<file path="config.mk">
export PLATFORM = sky130hd
export DESIGN_NAME = led_mode_sched
export DESIGN_NICKNAME = d
export VERILOG_FILES = /design/src/rtl/led_mode_sched.sv
export SDC_FILE = /design/constraint.sdc
export NUM_CORES = 1
export LEC_CHECK = 0
export ABC_AREA = 1
export BUFFER_PORTS_ARGS = -buffer_cell sky130_fd_sc_hd__buf_2
export CORE_UTILIZATION = 56
export DETAILED_ROUTE_END_ITERATION = 10
export GPL_TIMING_DRIVEN = 0
export PLACE_DENSITY_LB_ADDON = 0.15
export SLEW_MARGIN = 20
export SYNTH_ARGS = -nofsm -noshare
export SYNTH_HDL_FRONTEND = slang
export SYNTH_SLANG_ARGS = --single-unit
export TNS_END_PERCENT = 1
</file>
<file path="constraint.sdc">
create_clock -name clk -period 1.86 [get_ports clk]
set_input_delay 0 -clock clk [delete_from_list [all_inputs] [get_ports clk]]
set_output_delay 0 -clock clk [all_outputs]
set_load 0.01 [all_outputs]
</file>
<file path="src/rtl/led_mode_sched.sv">
`default_nettype none
// ============================================================================
// led_mode_sched : key sync/debounce, pattern-select FSM and auto-play stepper
//                  driving the water lamp's active-low one-hot key input.
// Revision       : 1.0  initial release
// ============================================================================
module led_mode_sched #(
  parameter int unsigned DEB_MAX    = 1_000_000,
  parameter int unsigned PERIOD_MAX = 25_000_000,
  parameter int unsigned AUTO_STEPS = 8
) (
  input  logic       clk,
  input  logic       rst,
  input  logic [3:0] key_i,
  input  logic       auto_en_i,
  output logic [3:0] sel_key_o,
  output logic [2:0] pattern_o,
  output logic       press_o,
  output logic       tick_o
);

  localparam int unsigned DEB_W  = $clog2(DEB_MAX + 1);
  localparam int unsigned PER_W  = $clog2(PERIOD_MAX + 1);
  localparam int unsigned STEP_W = $clog2(AUTO_STEPS + 1);

  localparam logic [DEB_W-1:0]  DEB_LAST  = DEB_W'(DEB_MAX - 1);
  localparam logic [PER_W-1:0]  PER_LAST  = PER_W'(PERIOD_MAX - 1);
  localparam logic [STEP_W-1:0] STEP_LAST = STEP_W'(AUTO_STEPS - 1);

  localparam logic [1:0] S_IDLE   = 2'd0;
  localparam logic [1:0] S_MANUAL = 2'd1;
  localparam logic [1:0] S_AUTO   = 2'd2;

  localparam logic [2:0] PAT_DARK = 3'd4;

  function automatic logic [3:0] f_sel(input logic [2:0] pat);
    logic [3:0] sel;
    case (pat)
      3'd0:    sel = 4'b1110;
      3'd1:    sel = 4'b1101;
      3'd2:    sel = 4'b1011;
      3'd3:    sel = 4'b0111;
      default: sel = 4'b1111;
    endcase
    return sel;
  endfunction

  // Two-stage synchroniser; idles at "released" so reset never looks like a press.
  logic [3:0] meta_q;
  logic [3:0] sync_q;

  always_ff @(posedge clk) begin
    if (rst) begin
      meta_q <= 4'hF;
      sync_q <= 4'hF;
    end else begin
      meta_q <= key_i;
      sync_q <= meta_q;
    end
  end

  logic [3:0] fall_w;

  for (genvar k = 0; k < 4; k++) begin : g_deb
    logic [DEB_W-1:0] cnt_q;
    logic             stable_q;
    logic             settle_w;

    assign settle_w  = (sync_q[k] != stable_q) && (cnt_q == DEB_LAST);
    assign fall_w[k] = settle_w & ~sync_q[k];

    always_ff @(posedge clk) begin
      if (rst) begin
        cnt_q    <= '0;
        stable_q <= 1'b1;
      end else if (sync_q[k] == stable_q) begin
        cnt_q    <= '0;
      end else if (cnt_q == DEB_LAST) begin
        cnt_q    <= '0;
        stable_q <= sync_q[k];
      end else begin
        cnt_q    <= cnt_q + DEB_W'(1);
      end
    end
  end

  logic       press_d;
  logic [1:0] press_idx_d;
  logic       press_q;
  logic [1:0] press_idx_q;

  always_comb begin
    press_d     = |fall_w;
    press_idx_d = 2'd0;
    if (fall_w[0])      press_idx_d = 2'd0;
    else if (fall_w[1]) press_idx_d = 2'd1;
    else if (fall_w[2]) press_idx_d = 2'd2;
    else if (fall_w[3]) press_idx_d = 2'd3;
  end

  always_ff @(posedge clk) begin
    if (rst) begin
      press_q     <= 1'b0;
      press_idx_q <= 2'd0;
    end else begin
      press_q     <= press_d;
      press_idx_q <= press_idx_d;
    end
  end

  // Free-running base counter, independent of key activity.
  logic [PER_W-1:0] base_cnt_q;
  logic             tick_w;

  assign tick_w = (base_cnt_q == PER_LAST);

  always_ff @(posedge clk) begin
    if (rst) begin
      base_cnt_q <= '0;
    end else if (tick_w) begin
      base_cnt_q <= '0;
    end else begin
      base_cnt_q <= base_cnt_q + PER_W'(1);
    end
  end

  logic [1:0]        state_q, state_d;
  logic [2:0]        pattern_q, pattern_d;
  logic [STEP_W-1:0] step_q, step_d;
  logic [3:0]        sel_key_q;
  logic [2:0]        press_pat_w;
  logic              same_w;
  logic [2:0]        next_pat_w;

  assign press_pat_w = {1'b0, press_idx_q};
  assign same_w      = (pattern_q == press_pat_w);
  assign next_pat_w  = (pattern_q == 3'd3) ? 3'd0 : pattern_q + 3'd1;

  always_comb begin
    state_d   = state_q;
    pattern_d = pattern_q;
    step_d    = step_q;
    case (state_q)
      S_IDLE: begin
        if (press_q) begin
          pattern_d = press_pat_w;
          step_d    = '0;
          state_d   = auto_en_i ? S_AUTO : S_MANUAL;
        end else if (auto_en_i) begin
          pattern_d = 3'd0;
          step_d    = '0;
          state_d   = S_AUTO;
        end
      end
      S_MANUAL: begin
        if (press_q && same_w) begin
          pattern_d = PAT_DARK;
          step_d    = '0;
          state_d   = S_IDLE;
        end else if (press_q) begin
          pattern_d = press_pat_w;
          step_d    = '0;
          state_d   = auto_en_i ? S_AUTO : S_MANUAL;
        end else if (auto_en_i) begin
          step_d    = '0;
          state_d   = S_AUTO;
        end
      end
      S_AUTO: begin
        if (!auto_en_i) begin
          // Leaving auto-play: a coincident press behaves as a manual press.
          state_d = S_MANUAL;
          step_d  = '0;
          if (press_q && same_w) begin
            pattern_d = PAT_DARK;
            state_d   = S_IDLE;
          end else if (press_q) begin
            pattern_d = press_pat_w;
          end
        end else if (press_q) begin
          pattern_d = press_pat_w;
          step_d    = '0;
        end else if (tick_w) begin
          if (step_q == STEP_LAST) begin
            step_d    = '0;
            pattern_d = next_pat_w;
          end else begin
            step_d    = step_q + STEP_W'(1);
          end
        end
      end
      default: begin
        state_d   = S_IDLE;
        pattern_d = PAT_DARK;
        step_d    = '0;
      end
    endcase
  end

  always_ff @(posedge clk) begin
    if (rst) begin
      state_q   <= S_IDLE;
      pattern_q <= PAT_DARK;
      step_q    <= '0;
      sel_key_q <= 4'b1111;
    end else begin
      state_q   <= state_d;
      pattern_q <= pattern_d;
      step_q    <= step_d;
      sel_key_q <= f_sel(pattern_d);
    end
  end

  assign sel_key_o = sel_key_q;
  assign pattern_o = pattern_q;
  assign press_o   = press_q;
  assign tick_o    = tick_w;

endmodule
`default_nettype wire

</file>
Word level (Yosys, flattened, before mapping)
Index checks and enable logic that the tools add are counted.

Memories: 0. Memory bits (writable): 0. Register bits: 133. Bits in latches: 0. Output and inout port bits: 9. ROM bits: 0. Logic and storage cells: 108.

Multiplexer cells: 29. Divide/modulo/power cells: 0. Add/subtract/negate cells: 7. Reductions and logical operators: 19. $lt $le $gt $ge: 0. Multipliers: 0. Bitwise operators: 12. Shift-type cells: 0. Equal/unequal tests: 23.

Operator list (number): 20-bit by 1-bit adder with 20-bit output (second input constant) (4); 20-bit == test (second input constant) (4); 4-bit 2-to-1 mux (7); 3-bit 2-to-1 mux (9); 25-bit by 1-bit adder with 25-bit output (second input constant) (1); 25-bit == test (second input constant) (1); 4-bit case mux with 4 select lines (1); 3-bit OR reduction (5); 2-bit 2-to-1 mux (7); 4-bit case mux with 3 select lines (1); 3-bit by 2-bit == test with 1-bit output (second input constant) (3); 3-bit case mux with 3 select lines (1); 1-bit inverter (8); 2-bit AND reduction (4); 2-bit case mux with 3 select lines (1); 1-bit logical AND (5); 4-bit by 1-bit adder with 4-bit output (second input constant) (1); 1-bit bitwise AND (4); 1-bit == test (4); 4-bit by 3-bit == test with 1-bit output (second input constant) (1); 1-bit != test (4); 4-bit != test (second input constant) (1); 2-bit OR reduction (2); 4-bit OR reduction (1); other kinds (9) (10).

Longest topological paths before layout
Depth in word-level cells: 9. Gate-level depth with buffers: 14. Mapped depth without buffers: 14.

Worst setup path after synthesis
No wires, ideal clock.

Kind: register to register. Start: reg base_cnt_q[0]. End: reg base_cnt_q[20]. Required time: 1738 ps. Setup time: 122 ps. Data arrival time: 1426 ps. Period minus slack after synthesis: 1547 ps. Cell stages (with the launch flop): 11. Setup slack: 313 ps. Cells stage by stage: dfxtp_1 ha_1 nand3_2 inv_2 nand2_2 nor3_2 nand2_1 nor2_2 nand2_1 nor3_1 nor3b_2.

Word-level cells in the longest chain between the ends: 2. Elaborated cells on any way between the ends: 3. Classes of those cells: add/sub (1); eq/ne (1); reduce/logical (1).

Ends and longest elaborated chain: from (decl) (line 112) `logic [PER_W-1:0] base_cnt_q;`; from (signal assigned) (line 123) `base_cnt_q <= base_cnt_q + PER_W'(1);`; branches (longest 2 deep; another with 25-bit by 1-bit adder with 25-bit output).

Several ways; the timed one is not identified. A chain may end at the register's enable or synchronous reset.

Worst setup path in the final report
Start: reg base_cnt_q[0]. End: reg step_q[3].

Word-level cells in the longest chain between the ends: 2.

Ends and longest elaborated chain: 25-bit == test (line 115) `assign tick_w = (base_cnt_q == PER_LAST);`; 4-bit != test (no source line); to (signal assigned) (line 209) `step_q <= step_d;`; to (decl) (line 129) `logic [STEP_W-1:0] step_q, step_d;`.

Every way passes these cells.

==> impl_metrics.py <==
metrics = {
    "timing": {
        "maxSlewViolCount": 0,
        "hold_viol": 0,
        "rsz0062_at_grt": "yes",
        "setup_viol": 0,
        "max_slew_margin": 0.7050,
        "fmax_mhz": 573.2,
        "period_needed_ps": 1744,
        "worst_slack_ps": 115.5,
        "skew_ps": 5.565,
        "fin_crit_sh": 0.9379,
        "hold_ws_ps": 331.8,
        "tightest_slew_ps": 442.5,
    },
    "clocking": {
        "clk_latency_ps": 410,
        "clk_pin_slew_ps": 60,
        "cts_tree": "done",
        "clockBufferDepth": 2,
        "h-tree-depth": 4,
        "clock_sinks": 133,
        "cts_buffers": 17,
        "cts-root-buf": "clkbuf_16",
    },
    "setup_path": {
        "cp_data_arrival_time_ps": 2050,
        "end_kind": "register",
        "cp_cell_sequence": "ha_2 -> nand3_2 -> inv_2 -> nand2_1 -> nor2_1 -> nand2_1 -> nand2_4 -> nor2_1 -> a32o_1",
        "path_class": "reg -> reg",
        "required_ps": 2160,
        "critPathTopFamily": "simple AND/OR/NAND/NOR gates",
        "crit_buf_inv": 1,
        "cp_max_fo": 8,
        "startpoint_type": "register",
        "crit_path_top_delay_cell": "dfxtp_1",
        "worst_path_largest_cell_delay_ps": 360,
    },
    "power_and_ir_drop": {
        "irDropWorstVdd_v": 0.0007171,
        "p_per_area_nw_per_um2": 840.6,
        "cellLeakagePower_nw": 2.840,
    },
    "floorplanning": {
        "rows": 38,
        "fp.coreArea_um2": 11080,
        "die-area_um2": 12010,
        "start_util": 0.5850,
        "dieHeight_um": 109.6,
        "io_pins": 16,
        "fp.dieW_um": 109.6,
    },
    "outcome": {
        "outcome": "complete, no violations",
    },
    "routing": {
        "route.detailed.drc": 0,
        "ant_nets": 0,
        "routed_via_density": 5.237,
        "drt-total-wl_um": 13100,
        "initialDrtViolationCount": 341,
        "num_vias": 5598,
        "wl_per_cell_um": 12.25,
        "firstDrtPassIters": 5,
    },
    "grt": {
        "grt_max_degree": 17,
        "antenna_found_initial": 0,
        "overflow": 0,
        "track_usage": 0.2279,
        "grt_pass1_wl_um": 21690,
        "grt_pass1_vias": 5150,
    },
    "yosys": {
        "synth_area_leaders": "dfxtp_1 (41%), nand2_1 (9.1%), nor2_1 (8.0%), inv_1 (6.1%), xor2_1 (5.0%)",
        "synth_nets": 887,
        "synth_area_leader_cell": "dfxtp_1",
        "syn_area_um2": 6481,
        "ys_async_sr_fraction": 0,
        "synth-edff-count": 0,
        "synthFlopType": "dfxtp_1",
        "synth.distinct_cells": 47,
        "syn_avg_cell_area_um2": 7.424,
        "synthesis.instances": 873,
        "yosysSeqAreaShare": 0.4108,
        "synth-seq-cells": 133,
        "synthTopCellsByCount": "nand2_1 (157), nor2_1 (138), dfxtp_1 (133)",
        "yosysWarnings": 0,
        "synth_top_area_share": 0.4108,
        "yosysMostFrequentCell": "nand2_1",
    },
    "cells_and_area": {
        "drive_above_1_share": 0.1582,
        "antenna_cells": 0,
        "layout.nets": 930,
        "synthToLayoutAreaGrowth_pct": 15.89,
    },
    "placed_design": {
        "place_worst_setup_slack_ps": 4.814,
        "hpwl_um": 9309,
        "numPortBuffers": 15,
        "gp_congestion": 0.8773,
    },
    "flow_run": {
        "cap_violations": 0,
    },
    "hold_path": {
        "min_path_type": "in -> reg",
    },
}
per-stage QoR:
| stage | TNS [ps] | power (W) | util | instances | cell area, um2 |
|---|---|---|---|---|---|
| 6_report | 0 | 0.006314 | 0.6780 | 1069 | 7511 |
| 5_1_grt | -42.44 | 0.006507 | 0.6780 | 1069 | 7511 |
| 2_1_floorplan | 0 | 0.003053 | - | 873 | 6481 |
| 3_3_place_gp | 0 | 0.003096 | 0.6076 | 1028 | 6731 |
| 3_5_place_dp | 0 | 0.003102 | 0.6076 | 1028 | 6731 |
| 4_1_cts | 0 | 0.006374 | 0.6672 | 1067 | 7391 |
registers in the layout, indices dropped and copies added (netlist names):
| name | cells |
|---|---|
| meta_q | 4 |
| state_q | 2 |
| sel_key_o | 4 |
| press_idx_q | 2 |
| base_cnt_q | 25 |
| pattern_o | 3 |
| g_deb.stable_q | 4 |
| step_q | 4 |
| g_deb.cnt_q | 80 |
| press_o | 1 |
| sync_q | 4 |
tightest hold or removal path, cell delays in order:
cell           delay, ps
dlygate4sd3_1        520
buf_2                110
or2_2                 90
cell usage in the layout (no fill, tap or decap), drive strengths merged, types with 2 or more instances in the layout:
cell and n:
nand3 55, inv 113, nor3 44, o211ai 7
xnor2 12, o31ai 2, or2 20, nor2 153
nand2 166, o21a 3, xor2 37, clkinvlp 5
nor4 7, and3 2, a21oi 43, bufinv 2
nand4 23, o21ai 18, clkbuf 21, clkinv 6
a211oi 2, dfxtp 133, nor3b 8, ha 7
buf 26, dlygate4sd3 7
per-layer routing:
metal	part of all wire	track usage	up-vias	wire, um
met1	0.45	0.2702	2589	5924
met5	0	0	-	0
met2	0.50	0.3976	90	6534
li1	-	-	2901	-
met4	0.016	0.08000	0	208
met3	0.033	0.05868	18	427
kinds of logic after synthesis:
logic type,synth area share
compound gates,0.06950
fa+ha+maj,0.01351
flops,0.4108
xor+xnor,0.06622
simple gates,0.3658
buf+inv,0.07413
power breakdown:
group / internal [W] / switching [W]
clock network: 0.00203 / 0.00123
logic: 0.0000615 / 0.0000984
registers: 0.00288 / 0.0000191
total: 0.00497 / 0.00135
final timing paths:
| path | startpoint | endpoint | slack (ps) | depth (start not counted) |
|---|---|---|---|---|
| worst max-delay path | base_cnt_q[0] | step_q[3] | 120 | 9 |
| worst min-delay path | key_i[3] | meta_q[3] | 330 | 3 |
| worst max register to register | base_cnt_q[0] | step_q[3] | 120 | 9 |
| worst min register to register | meta_q[2] | sync_q[2] | 410 | 1 |
area by class of cell:
| type | count | area (um2) |
|---|---|---|
| well taps | 140 | 175.2 |
| fillers | 901 | 3567 |
| inverters | 113 | 424.2 |
| multi-input cells | 616 | 3442 |
| clock inverters | 13 | 131.4 |
| repair buffers | 24 | 160.2 |
| plain buffers | 11 | 61.31 |
| flip-flops and latches | 133 | 2664 |
| clock buffers | 19 | 452.9 |
repair_timing:
action	CTS	global route
hold buffers	7	0
endpoints found under the hold margin	10	0
resized for setup	2	23
setup buffers	0	2
endpoints found under the setup margin	10	82
pin swaps	0	4
Note: power is estimated with default switching activity, not from simulation.
